**src/rtl/actor_move_engine.sv**
```systemverilog
// Per-frame grid movement engine: steps NUM_ACTORS actors one tile per tick using a shared wall-lookup port.
// Optional ACTOR_COLLIDE_EN adds a registered collide vector (actors landing on actor 0's tile).
module actor_move_engine #(
    parameter int NUM_ACTORS = 4,
    parameter int POS_W      = 5,
    parameter int POS_MIN    = 1,
    parameter int POS_MAX    = 27,
    localparam int IDX_W     = (NUM_ACTORS > 1) ? $clog2(NUM_ACTORS) : 1
) (
    input  logic                      clk,
    input  logic                      reset,
    input  logic                      tick,
    input  logic [2*NUM_ACTORS-1:0]   want_dir,
    input  logic                      load,
    input  logic [IDX_W-1:0]          load_idx,
    input  logic [POS_W-1:0]          load_x,
    input  logic [POS_W-1:0]          load_y,
    input  logic [1:0]                load_dir,
    output logic                      map_req,
    output logic [POS_W-1:0]          map_x,
    output logic [POS_W-1:0]          map_y,
    input  logic                      map_ack,
    input  logic                      map_wall,
    output logic [POS_W*NUM_ACTORS-1:0] pos_x,
    output logic [POS_W*NUM_ACTORS-1:0] pos_y,
    output logic [2*NUM_ACTORS-1:0]   cur_dir,
    output logic                      busy,
    output logic                      done
`ifdef ACTOR_COLLIDE_EN
    ,
    output logic [NUM_ACTORS-1:0]     collide
`endif
);

    typedef enum logic [2:0] {
        IDLE, TRY_WANT, WAIT_WANT, TRY_CUR, WAIT_CUR, NEXT, FINISH
    } state_t;

    localparam logic signed [POS_W:0] MIN_S = (POS_W+1)'(POS_MIN);
    localparam logic signed [POS_W:0] MAX_S = (POS_W+1)'(POS_MAX);
    localparam logic signed [POS_W:0] ONE_S = (POS_W+1)'(1);
    localparam logic [IDX_W-1:0]      LAST  = IDX_W'(NUM_ACTORS-1);

    state_t state, state_nxt;

    logic [POS_W-1:0] ax [NUM_ACTORS];
    logic [POS_W-1:0] ay [NUM_ACTORS];
    logic [1:0]       ad [NUM_ACTORS];
    logic [1:0]       wd [NUM_ACTORS];
    logic [IDX_W-1:0] idx;
    // Pending result for the current actor, committed only in NEXT
    logic [POS_W-1:0] nx, ny;
    logic [1:0]       nd;

    logic [1:0]              try_dir;
    logic signed [POS_W:0]   cx, cy;
    logic                    in_rng;
    logic                    same_dir;

    assign try_dir  = (state == TRY_CUR) ? ad[idx] : wd[idx];
    assign same_dir = (wd[idx] == ad[idx]);

    always_comb begin
        cx = signed'({1'b0, ax[idx]});
        cy = signed'({1'b0, ay[idx]});
        case (try_dir)
            2'd0: cy = cy - ONE_S;
            2'd1: cx = cx - ONE_S;
            2'd2: cy = cy + ONE_S;
            default: cx = cx + ONE_S;
        endcase
        in_rng = (cx >= MIN_S) && (cx <= MAX_S) && (cy >= MIN_S) && (cy <= MAX_S);
    end

    always_ff @(posedge clk) begin
        if (reset) state <= IDLE;
        else       state <= state_nxt;
    end

    always_comb begin
        state_nxt = state;
        case (state)
            IDLE:      if (tick) state_nxt = TRY_WANT;
            TRY_WANT:  state_nxt = in_rng ? WAIT_WANT : (same_dir ? NEXT : TRY_CUR);
            WAIT_WANT: if (map_ack)
                           state_nxt = (!map_wall || same_dir) ? NEXT : TRY_CUR;
            TRY_CUR:   state_nxt = in_rng ? WAIT_CUR : NEXT;
            WAIT_CUR:  if (map_ack) state_nxt = NEXT;
            NEXT:      state_nxt = (idx == LAST) ? FINISH : TRY_WANT;
            FINISH:    state_nxt = IDLE;
            default:   state_nxt = IDLE;
        endcase
    end

    assign map_req = (state == WAIT_WANT) || (state == WAIT_CUR);
    assign busy    = (state != IDLE) && (state != FINISH);
    assign done    = (state == FINISH);

    always_ff @(posedge clk) begin
        if (reset) begin
            for (int i = 0; i < NUM_ACTORS; i++) begin
                ax[i] <= POS_W'(POS_MIN);
                ay[i] <= POS_W'(POS_MIN);
                ad[i] <= 2'd0;
                wd[i] <= 2'd0;
            end
            idx   <= '0;
            nx    <= '0;
            ny    <= '0;
            nd    <= 2'd0;
            map_x <= '0;
            map_y <= '0;
        end else begin
            case (state)
                IDLE: begin
                    // Load lands on the same edge as tick, so the pass sees loaded state
                    if (load && (int'(load_idx) < NUM_ACTORS)) begin
                        ax[load_idx] <= load_x;
                        ay[load_idx] <= load_y;
                        ad[load_idx] <= load_dir;
                    end
                    if (tick) begin
                        for (int i = 0; i < NUM_ACTORS; i++) wd[i] <= want_dir[2*i +: 2];
                        idx <= '0;
                    end
                end
                TRY_WANT, TRY_CUR: begin
                    if (state == TRY_WANT) begin
                        nx <= ax[idx];
                        ny <= ay[idx];
                        nd <= ad[idx];
                    end
                    if (in_rng) begin
                        map_x <= cx[POS_W-1:0];
                        map_y <= cy[POS_W-1:0];
                    end
                end
                WAIT_WANT: if (map_ack && !map_wall) begin
                    nx <= map_x;
                    ny <= map_y;
                    nd <= wd[idx];
                end
                WAIT_CUR: if (map_ack && !map_wall) begin
                    nx <= map_x;
                    ny <= map_y;
                end
                NEXT: begin
                    ax[idx] <= nx;
                    ay[idx] <= ny;
                    ad[idx] <= nd;
                    idx     <= idx + 1'b1;
                end
                default: ;
            endcase
        end
    end

    for (genvar g = 0; g < NUM_ACTORS; g++) begin : g_out
        assign pos_x[g*POS_W +: POS_W] = ax[g];
        assign pos_y[g*POS_W +: POS_W] = ay[g];
        assign cur_dir[2*g +: 2]       = ad[g];
    end

`ifdef ACTOR_COLLIDE_EN
    logic [NUM_ACTORS-1:0] coll_nxt;

    always_comb begin
        coll_nxt = '0;
        for (int i = 1; i < NUM_ACTORS; i++)
            coll_nxt[i] = (ax[i] == ax[0]) && (ay[i] == ay[0]);
        coll_nxt[0] = |coll_nxt[NUM_ACTORS-1:1];
    end

    always_ff @(posedge clk) begin
        if (reset)                collide <= '0;
        else if (state == FINISH) collide <= coll_nxt;
    end
`endif

endmodule

```
**config.mk**
```make
export PLATFORM = sky130hd
export DESIGN_NAME = actor_move_engine
export DESIGN_NICKNAME = d
export VERILOG_FILES = /design/src/rtl/actor_move_engine.sv
export SDC_FILE = /design/constraint.sdc
export NUM_CORES = 1
export LEC_CHECK = 0
export ABC_CLOCK_PERIOD_IN_PS = 6050
export CAP_MARGIN = 20
export CELL_PAD_IN_SITES_DETAIL_PLACEMENT = 2
export CELL_PAD_IN_SITES_GLOBAL_PLACEMENT = 2
export CORE_MARGIN = 1
export CORE_UTILIZATION = 32
export CTS_BUF_LIST = sky130_fd_sc_hd__clkbuf_8 sky130_fd_sc_hd__clkbuf_16
export DETAILED_ROUTE_END_ITERATION = 7
export PLACE_DENSITY = 0.77
export SLEW_MARGIN = 20
export SYNTH_ARGS = -nofsm -noshare
export SYNTH_HDL_FRONTEND = slang
export SYNTH_SLANG_ARGS = --single-unit
```
**constraint.sdc**
```tcl
create_clock -name clk -period 6.05 [get_ports clk]
set_input_delay 1.5125 -clock clk [delete_from_list [all_inputs] [get_ports clk]]
set_output_delay 1.5125 -clock clk [all_outputs]
set_load 0.05 [all_outputs]
```
Word level (Yosys, flattened, before mapping):

Memories as Yosys holds them, arrays and structs flattened. A register that Yosys moved wholly into a read port is not among the register bits.
Index checks and enable logic that the tools add are counted.

* output and inout port bits: 61
* RAM bits: 56
* bits in read-only memories: 0
* latch bits: 0
* bits in registers: 27
* word-level logic and storage cells: 135
* memories kept: 4
* bits of input ports: 28

* bitwise gates (word level): 4
* reduce and logical (&&, ||, !) cells: 28
* magnitude comparators: 4
* mux-type cells: 66
* eq/ne operators: 17
* multiply operators: 0
* shifts and indexed selects: 0
* div/mod/pow operators: 0
* add/subtract/negate cells: 5

Memory list
* ax: words 4, bits a word 5, read ports 5, clocked after memory_dff 1, wr ports 4, RTL line 46 `logic [POS_W-1:0] ax [NUM_ACTORS];`
* ay: words 4, bits a word 5, read ports 5, clocked after memory_dff 1, wr ports 4, RTL line 47 `logic [POS_W-1:0] ay [NUM_ACTORS];`
* ad: words 4, bits a word 2, read ports 5, clocked after memory_dff 1, wr ports 4, RTL line 48 `logic [1:0] ad [NUM_ACTORS];`
* wd: words 4, bits a word 2, read ports 1, clocked after memory_dff 1, wr ports 4, RTL line 49 `logic [1:0] wd [NUM_ACTORS];`

Operator list (count)
* $mux 2: 24
* $mux 5: 8
* $pmux 6 s2: 2
* $mux 3: 7
* $mux 1: 20
* $pmux 5 s2: 2
* $reduce_or 5->1: 4
* $pmux 3 s6: 1
* $add 5x1->6 const B: 2
* $ge 6x2->1 const B: 2
* $le 6x6->1 const B: 2
* $sub 5x1->6 const B: 2
* $reduce_or 2->1: 5
* $eq 3x3->1 const B: 3
* $reduce_and 3->1: 3
* $ne 2x2->1 const B: 4
* $pmux 2 s2: 2
* $eq 3x2->1 const B: 2
* $reduce_bool 2->1: 3
* $logic_and 1x1->1: 5
* $eq 2x2->1 const B: 2
* $ne 2x1->1 const B: 2
* $or 1x1->1: 4
* $reduce_and 2->1: 2
* 10 further kinds: 11

Depth between registers and ports, before layout:

Gate-level depths: netlist (run 1).

* word-level depth: 11
* mapped depth: 18
* gate-level depth less buffers: 15

Worst setup path before layout (run 1):

No wires, ideal clock.

* path kind: register to register
* start: memory ad[3][0]
* end: register map_x[2]
* arrival: 4021 ps
* period minus slack after synthesis: 4093 ps
* cell stages (with the launch flop): 14
* required time: 5978 ps
* path buffers: 1
* library setup time: 72 ps
* slack: 1957 ps
* path through: edfxtp_1 mux4_2 mux2i_1 buf_2 nand2_1 ha_1 a21o_1 a31o_1 a21o_1 a211o_1 a31o_1 a311o_1 nor3_4 mux2i_1

RTL lines
* start: declaration: RTL line 48
* end signal: assignment: RTL line 134 `map_x <= cx[POS_W-1:0];`
* end: declaration: RTL line 20 `output logic [POS_W-1:0] map_x,`

==> results of run 1 <==
==> layout make-up <==
class	instances	area (µm²)
multi-input cells	308	2160
repair buffers	98	956
inverters	24	90.1
flip-flops and latches	85	2260
fillers	1478	8060
well taps	180	225
clock buffers	9	225
clock inverters	5	55.1
==> registers in the layout, summed over array words and instances (netlist names), named ones only <==
name and flops:
ny 5, ay 20, ad 8, idx 2, wd 8, ax 20, map_x 5, map_y 5
nx 5, state 3, nd 2
==> path summary, 6_finish.rpt <==
path | start | depth (start not counted) | endpoint | slack [ns]
worst max-delay path | flop | 16 | map_y[2] | 1.14
worst min-delay path | map_x[0] | 2 | map_x[0] | 0.49
worst max register to register | flop | 16 | map_y[2] | 1.14
worst min register to register | map_x[0] | 2 | map_x[0] | 0.49
==> worst max-delay path, delay by kind of cell (launching register included) <==
| kind | cells | cell delay [ns] |
|---|---|---|
| compound gates | 6 | 2.36 |
| simple gates | 5 | 0.72 |
| buf+inv | 2 | 0.48 |
| flops | 1 | 0.45 |
| fa+ha+maj | 1 | 0.33 |
| mux | 1 | 0.30 |
| xor+xnor | 1 | 0.14 |
==> synth_stat cells, types with 3 or more instances <==
library cell               instances
sky130_fd_sc_hd__a31oi_1           9
sky130_fd_sc_hd__nor2_1           74
sky130_fd_sc_hd__o31a_1            4
sky130_fd_sc_hd__a22oi_1          10
sky130_fd_sc_hd__nand3_1           6
sky130_fd_sc_hd__nor3b_1           3
sky130_fd_sc_hd__mux4_2           13
sky130_fd_sc_hd__nand2b_1         11
sky130_fd_sc_hd__ha_1              6
sky130_fd_sc_hd__xor2_1            3
sky130_fd_sc_hd__xnor2_1           5
sky130_fd_sc_hd__nor4_1            4
sky130_fd_sc_hd__inv_1            23
sky130_fd_sc_hd__nand4_1           4
sky130_fd_sc_hd__buf_6             4
sky130_fd_sc_hd__a21o_1            3
sky130_fd_sc_hd__a21oi_1          24
sky130_fd_sc_hd__and2_1            9
sky130_fd_sc_hd__clkbuf_1         16
sky130_fd_sc_hd__o22ai_1           6
sky130_fd_sc_hd__o21ai_0           6
sky130_fd_sc_hd__mux2i_1          19
sky130_fd_sc_hd__buf_2             3
sky130_fd_sc_hd__dfxtp_1          29
sky130_fd_sc_hd__edfxtp_1         56
sky130_fd_sc_hd__nor3_1            7
sky130_fd_sc_hd__nor2b_1          10
sky130_fd_sc_hd__nand2_1          19
sky130_fd_sc_hd__a211oi_1         14
==> power by group through the flow <==
stage,logic [mW],registers (mW),clock network [mW]
2_1_floorplan,0.730,1.13,0
3_3_place_gp,1.39,0.895,0
3_5_place_dp,1.43,0.904,0
4_1_cts,1.44,0.893,0.560
5_1_grt,1.54,0.908,0.577
6_report,1.43,0.894,0.553
==> routing by layer <==
metal	share of wire, %	up-vias	GRT usage (%)
met5	0	-	0
met4	2.1	0	9.07
met3	4.2	20	2.97
met2	51	97	39.8
met1	43	2051	30.7
li1	-	1809	-
==> cell families (layout without fill, tap and decap cells) <==
family          count (synthesis)  in the layout  share of synthesized area, %
compound gates                100            100                          15.0
xor+xnor                        8              8                          1.51
fa+ha+maj                       8              8                          2.47
buf+inv                        50            136                          4.84
flops                          85             85                          48.6
mux                            35             35                          11.2
simple gates                  157            157                          16.3
==> stage by stage <==
| stage | area, µm² | setup WS (ns) |
|---|---|---|
| final | 5980 | 1.14 |
| after global routing | 5980 | 0.498 |
| after global placement | 5700 | 1.51 |
| after detailed placement | 5700 | 1.22 |
| after CTS | 5980 | 1.12 |
| after floorplan | 4650 | 1.96 |
==> cells in the final DEF (no fill, tap or decap), types with 7 or more instances in the layout <==
master,instances
sky130_fd_sc_hd__clkdlybuf4s50_1,88
sky130_fd_sc_hd__nor2_1,74
sky130_fd_sc_hd__edfxtp_1,56
sky130_fd_sc_hd__dfxtp_1,29
sky130_fd_sc_hd__inv_1,24
sky130_fd_sc_hd__a21oi_1,24
sky130_fd_sc_hd__nand2_1,19
sky130_fd_sc_hd__mux2i_1,19
sky130_fd_sc_hd__a211oi_1,14
sky130_fd_sc_hd__mux4_2,13
sky130_fd_sc_hd__nand2b_1,11
sky130_fd_sc_hd__nor2b_1,10
sky130_fd_sc_hd__a22oi_1,10
sky130_fd_sc_hd__buf_4,10
sky130_fd_sc_hd__and2_1,9
sky130_fd_sc_hd__a31oi_1,9
sky130_fd_sc_hd__clkbuf_16,9
sky130_fd_sc_hd__nor3_1,7
==> qor.tcl, run 1 <==
set qor(power_leakage_nw) 2.14
set qor(tritoncts.num_buffers) 9
set qor(min_path_type) {reg2reg}
set qor(slew_headroom_pct) 48.9
set qor(track_usage_pct) 23.6
set qor(max_clock_freq_mhz) 204
set qor(ctsResizeCount) 0
set qor(dominant_cells_by_area_after_synthesis) {sky130_fd_sc_hd__edfxtp_1, sky130_fd_sc_hd__dfxtp_1, sky130_fd_sc_hd__mux4_2}
set qor(nets) 562
set qor(tightestPinTransition_ns) 0.761
set qor(netlist_area_mm2) 0.00465
set qor(clkSlewWorstSetupHoldPaths_ns) 0.06
set qor(routed_length_per_instance_um) 23.2
set qor(setup_viol) 0
set qor(pwr-share-comb_pct) 49.8
set qor(total_power_mw) 2.88
set qor(sum_of_negative_setup_slack_ns) 0
set qor(clk_root_buffer_cell) {sky130_fd_sc_hd__clkbuf_16}
set qor(dp.cells) 695
set qor(drt-pass1-iter-count) 4
set qor(layoutNonFillerInstCount) 709
set qor(placement.io_buffers) 88
set qor(clk-insertion-delay-late_ns) 0.35
set qor(cts_num_sinks) 85
set qor(die-area_mm2) 0.0150
set qor(gpl.final_weighted_congestion) 0.805
set qor(critical_path.most_common_cell) {sky130_fd_sc_hd__nand2_1}
set qor(post_synth.cell_area_avg_um2) 10.5
set qor(drt_first_iter_violations) 212
set qor(gr-total-overflow) 0
set qor(initial_antenna_violation_count) 0
set qor(dp_hpwl_um) 12200
set qor(p_switching_mw) 1.30
set qor(n_antenna_cell) 0
set qor(async_flop_share_pct) 0
set qor(drc_violation_count_after_routing) 0
set qor(cp_cell_sequence) {buf_4 > nor2_1 > a221oi_1 > mux2i_1 > nand2_1 > inv_1 > ha_1 > nand2_1 > o221ai_1 > or2_1 > nor3_1 > o21ai_0 > xor2_1 > a311oi_2 > a31oi_1 > a211oi_1}
set qor(yosys_warnings) 0
set qor(finalCriticalPeriod_ns) 4.91
set qor(rows) 43
set qor(crit_path_end_kind) {flop}
set qor(timing.final.max_slew_violations) 0
set qor(ant_nets) 0
set qor(pin_count_of_the_biggest_net_entering_global_routing) 22
set qor(postRouteWirelength_um) 16500
set qor(cts_max_path_buffers) 2
set qor(power.sequential.fraction_pct) 31.0
set qor(clock-skew-final_ns) 0.00440
set qor(initial_core_util_pct) 33.1
set qor(unrepaired_setup_endpoints_after_global_routing) {false}
set qor(flow.area_growth_from_synthesis_pct) 28.5
set qor(vdd_drop_max_mv) 0.199
set qor(clock_power_share_pct) 19.2
set qor(fin_crit_sh_pct) 81.1
set qor(syn-num-nets) 479
set qor(detail_route.vias_per_cell) 5.61
set qor(whs_ns) 0.492
set qor(die_height_um) 123
set qor(synth.distinct_cells) 60
set qor(run_status) {complete, no violations}
set qor(synth_sequential_area_ratio_pct) 48.6
set qor(cp.required_ns) 6.30
set qor(power.internal_mw) 1.58
set qor(vias) 3977
set qor(layout-drive-gt1-share_pct) 7.94
set qor(ios) 89
set qor(grt_pass1_vias) 4339
set qor(switching_part_of_the_total_power_pct) 45.2
set qor(synth.largest_area_cell) {sky130_fd_sc_hd__edfxtp_1}
set qor(powerDensity_mw_per_mm2) 482
set qor(critical_path.max_stage_delay_ns) 0.64
set qor(placeableCoreArea_mm2) 0.0140
set qor(grt_first_pass_wirelength_um) 25800
set qor(timing.max_cap.violations) 0
set qor(final_util_pct) 42.6
set qor(cts_tree) {done}
set qor(synthDominantCellAreaShare_pct) 36.1
set qor(ctsHtreeMaxLevel) 3
set qor(critical_path_peak_fanout) 18
set qor(postSynthRegisterBits) 85
set qor(synthesis.instances) 443
set qor(synth-edff-count) 56
set qor(worst_path_max_delay_cell) {sky130_fd_sc_hd__a311oi_2}
set qor(crit_type) {reg2reg}
set qor(final-hold-violation-count) 0
set qor(dominant_synthesized_flop_cell) {sky130_fd_sc_hd__edfxtp_1}
set qor(ctsHoldBuffers) 0
set qor(startpoint_type) {flop}
set qor(die_w_um) 123
set qor(cts_setup_buffers) 0
set qor(worstPathArrival_ns) 5.15
(Power assumes the default switching activity.)
==> inputs of run 2 (changes only) <==
--- a/config.mk
+++ b/config.mk
@@ -5,7 +5,7 @@
 export SDC_FILE = /design/constraint.sdc
 export NUM_CORES = 1
 export LEC_CHECK = 0
-export ABC_CLOCK_PERIOD_IN_PS = 6050
+export ABC_CLOCK_PERIOD_IN_PS = 4700
 export CAP_MARGIN = 20
 export CELL_PAD_IN_SITES_DETAIL_PLACEMENT = 2
 export CELL_PAD_IN_SITES_GLOBAL_PLACEMENT = 2
==> constraint.sdc (replaced) <==
create_clock -name clk -period 4.7 [get_ports clk]
set_input_delay 1.175 -clock clk [delete_from_list [all_inputs] [get_ports clk]]
set_output_delay 1.175 -clock clk [all_outputs]
set_load 0.05 [all_outputs]
==> run 2 against run 1 <==
  * Setup slack got worse by 0.82 ns
  * Fmax increased by 12%
  * Sequential power increased by 29%
  * First-iteration DRC count increased by 5.7%
  * Register-to-register slack got worse by 0.82 ns
  * Final cell count increased by 1.3%
  * Sequential cell count unchanged
  * Non-clock buffer count increased by 7
  * Final area increased by 2.3%
  * Critical path depth decreased by 4
==> qor.tcl, run 2 (synthesis gave the netlist of run 1 again) <==
set qor(run_status) {complete, no violations}
set qor(detail_route.vias_per_cell) 5.62
set qor(cts_max_path_buffers) 2
set qor(gr-total-overflow) 0
set qor(cts_setup_buffers) 0
set qor(switching_part_of_the_total_power_pct) 44.4
set qor(clkSlewWorstSetupHoldPaths_ns) 0.07
set qor(mostFrequentLayoutCells) {sky130_fd_sc_hd__clkdlybuf4s50_1, sky130_fd_sc_hd__nor2_1, sky130_fd_sc_hd__edfxtp_1}
set qor(post-place-ws_ns) 0.198
set qor(ant_nets) 0
set qor(p_switching_mw) 1.74
set qor(vias) 4033
set qor(slew_headroom_pct) 51.8
set qor(tightestPinTransition_ns) 0.718
set qor(drt-pass1-iter-count) 5
set qor(track_usage_pct) 24.2
set qor(gpl.final_weighted_congestion) 0.840
set qor(unrepaired_setup_endpoints_after_global_routing) {false}
set qor(tritoncts.num_buffers) 9
set qor(die_height_um) 123
set qor(die_w_um) 123
set qor(initial_core_util_pct) 33.1
set qor(drc_violation_count_after_routing) 0
set qor(fin_ws_ns) 0.324
set qor(startpoint_type) {flop}
set qor(setup.reg_to_reg.worst_slack_ns) 0.32
set qor(power.sequential.fraction_pct) 29.4
set qor(sum_of_negative_setup_slack_ns) 0
set qor(postRouteWirelength_um) 17400
set qor(nets) 569
set qor(ctsHoldBuffers) 0
set qor(power_leakage_nw) 2.21
set qor(flow.area_growth_from_synthesis_pct) 31.5
set qor(final-hold-violation-count) 0
set qor(crit_type) {reg2reg}
set qor(clock-skew-final_ns) 0.00721
set qor(die-area_mm2) 0.0150
set qor(powerDensity_mw_per_mm2) 641
set qor(cp.required_ns) 4.98
set qor(critical_path_peak_fanout) 11
set qor(routed_length_per_instance_um) 24.2
set qor(crit_path_end_kind) {flop}
set qor(dp.cells) 702
set qor(setup_viol) 0
set qor(layout-drive-gt1-share_pct) 9.85
set qor(clk_root_buffer_cell) {sky130_fd_sc_hd__clkbuf_16}
set qor(rows) 43
set qor(dp_hpwl_um) 12500
set qor(ios) 89
set qor(final_common_cell) {sky130_fd_sc_hd__clkdlybuf4s50_1}
set qor(clk-insertion-delay-late_ns) 0.35
set qor(reg_top3) {ax (20), ay (20)}
set qor(pin_count_of_the_biggest_net_entering_global_routing) 29
set qor(initial_antenna_violation_count) 0
set qor(power.internal_mw) 2.18
set qor(placement.io_buffers) 88
set qor(drt_first_iter_violations) 224
set qor(pwr-share-comb_pct) 48.6
set qor(layoutNonFillerInstCount) 718
set qor(grt_pass1_vias) 4433
set qor(max_clock_freq_mhz) 229
set qor(vdd_drop_max_mv) 0.239
set qor(timing.max_cap.violations) 0
set qor(grt_first_pass_wirelength_um) 26600
set qor(finalCriticalPeriod_ns) 4.38
set qor(clock_power_share_pct) 22.0
set qor(placeableCoreArea_mm2) 0.0140
set qor(min_path_type) {reg2reg}
set qor(n_antenna_cell) 0
set qor(cts_tree) {done}
set qor(timing.final.max_slew_violations) 0
set qor(fin_crit_sh_pct) 93.1
set qor(ctsHtreeMaxLevel) 3
set qor(worstPathArrival_ns) 4.65
set qor(cts_num_sinks) 85
[run 2: changes by cell type in the layout (fill, tap and decap cells not counted)]
cell | previous run | this run
sky130_fd_sc_hd__dfxtp_1 | 29 | 28
sky130_fd_sc_hd__o221ai_2 | 0 | 1
sky130_fd_sc_hd__inv_8 | 0 | 1
sky130_fd_sc_hd__dfxtp_2 | 0 | 1
sky130_fd_sc_hd__buf_4 | 10 | 17
sky130_fd_sc_hd__o221ai_1 | 1 | 0
sky130_fd_sc_hd__a311oi_4 | 0 | 1
sky130_fd_sc_hd__inv_6 | 0 | 1
sky130_fd_sc_hd__a311oi_2 | 1 | 0
sky130_fd_sc_hd__bufinv_16 | 1 | 3
sky130_fd_sc_hd__clkinv_2 | 1 | 0
sky130_fd_sc_hd__clkinv_4 | 1 | 0
[run 2: per-stage QoR]
step / power [mW] / cell area, µm² / hold WS [ns] / util, %
global route: 4.09 / 6120 / 0.535 / 43.6
finish: 3.92 / 6120 / 0.503 / 43.6
floorplan: 2.39 / 4650 / 0.455 / -
CTS: 3.91 / 6100 / 0.506 / 43.4
detailed placement: 3.03 / 5750 / 0.497 / 41.0
global placement: 2.96 / 5750 / 0.476 / 41.0
[run 2: metal layers]
metal	track usage, %	up-vias	share of wire (%)
li1	-	1816	-
met1	32.1	2097	45
met2	40.7	96	50
met3	3.30	24	3.3
met4	7.93	0	1.8
met5	0	-	0
[run 2: critical path, stage by stage (launching register included)]
cell	delay, ns
sky130_fd_sc_hd__dfxtp_1	0.63
sky130_fd_sc_hd__buf_4	0.30
sky130_fd_sc_hd__a211oi_1	0.09
sky130_fd_sc_hd__mux2i_1	0.43
sky130_fd_sc_hd__nand2_1	0.30
sky130_fd_sc_hd__fa_1	0.63
sky130_fd_sc_hd__nor2_1	0.24
sky130_fd_sc_hd__o21ai_0	0.12
sky130_fd_sc_hd__a21oi_1	0.33
sky130_fd_sc_hd__xnor2_1	0.21
sky130_fd_sc_hd__a311o_1	0.36
sky130_fd_sc_hd__nor3_4	0.39
sky130_fd_sc_hd__mux2i_1	0.24
[run 2: timing repair]
action	in CTS	in global routing
gates resized for setup	0	3
setup endpoints to repair	0	12
endpoints found under the hold margin	0	0
[run 2: path summary, 6_finish.rpt]
path,end,start,cells past startpoint
max,map_x[2],flop,12
min,map_x[2],map_x[2],2
max reg2reg,map_x[2],flop,12
min reg2reg,map_x[2],map_x[2],2
[run 2: final cells by class]
cell class              count  area (µm²)
clock inverters             7         121
multi-input cells         308        2180
fillers                  1453        7930
clock buffers               9         225
well taps                 180         225
inverters                  24        90.1
repair buffers            105        1010
flip-flops and latches     85        2260
[run 2: power by group through the flow]
stage	clock, mW	sequential (mW)	combinational [mW]
floorplan	0	1.45	0.940
global placement	0	1.15	1.81
detailed placement	0	1.16	1.87
CTS	0.866	1.15	1.89
global route	0.884	1.17	2.03
finish	0.861	1.15	1.91
==> inputs of run 3 (changes only) <==
--- a/config.mk
+++ b/config.mk
@@ -18,3 +18,4 @@
 export SYNTH_ARGS = -nofsm -noshare
 export SYNTH_HDL_FRONTEND = slang
 export SYNTH_SLANG_ARGS = --single-unit
+export TNS_END_PERCENT = 10
==> results of run 3 <==
Same layout as run 2: the final DEF is identical, and so are final timing and power.
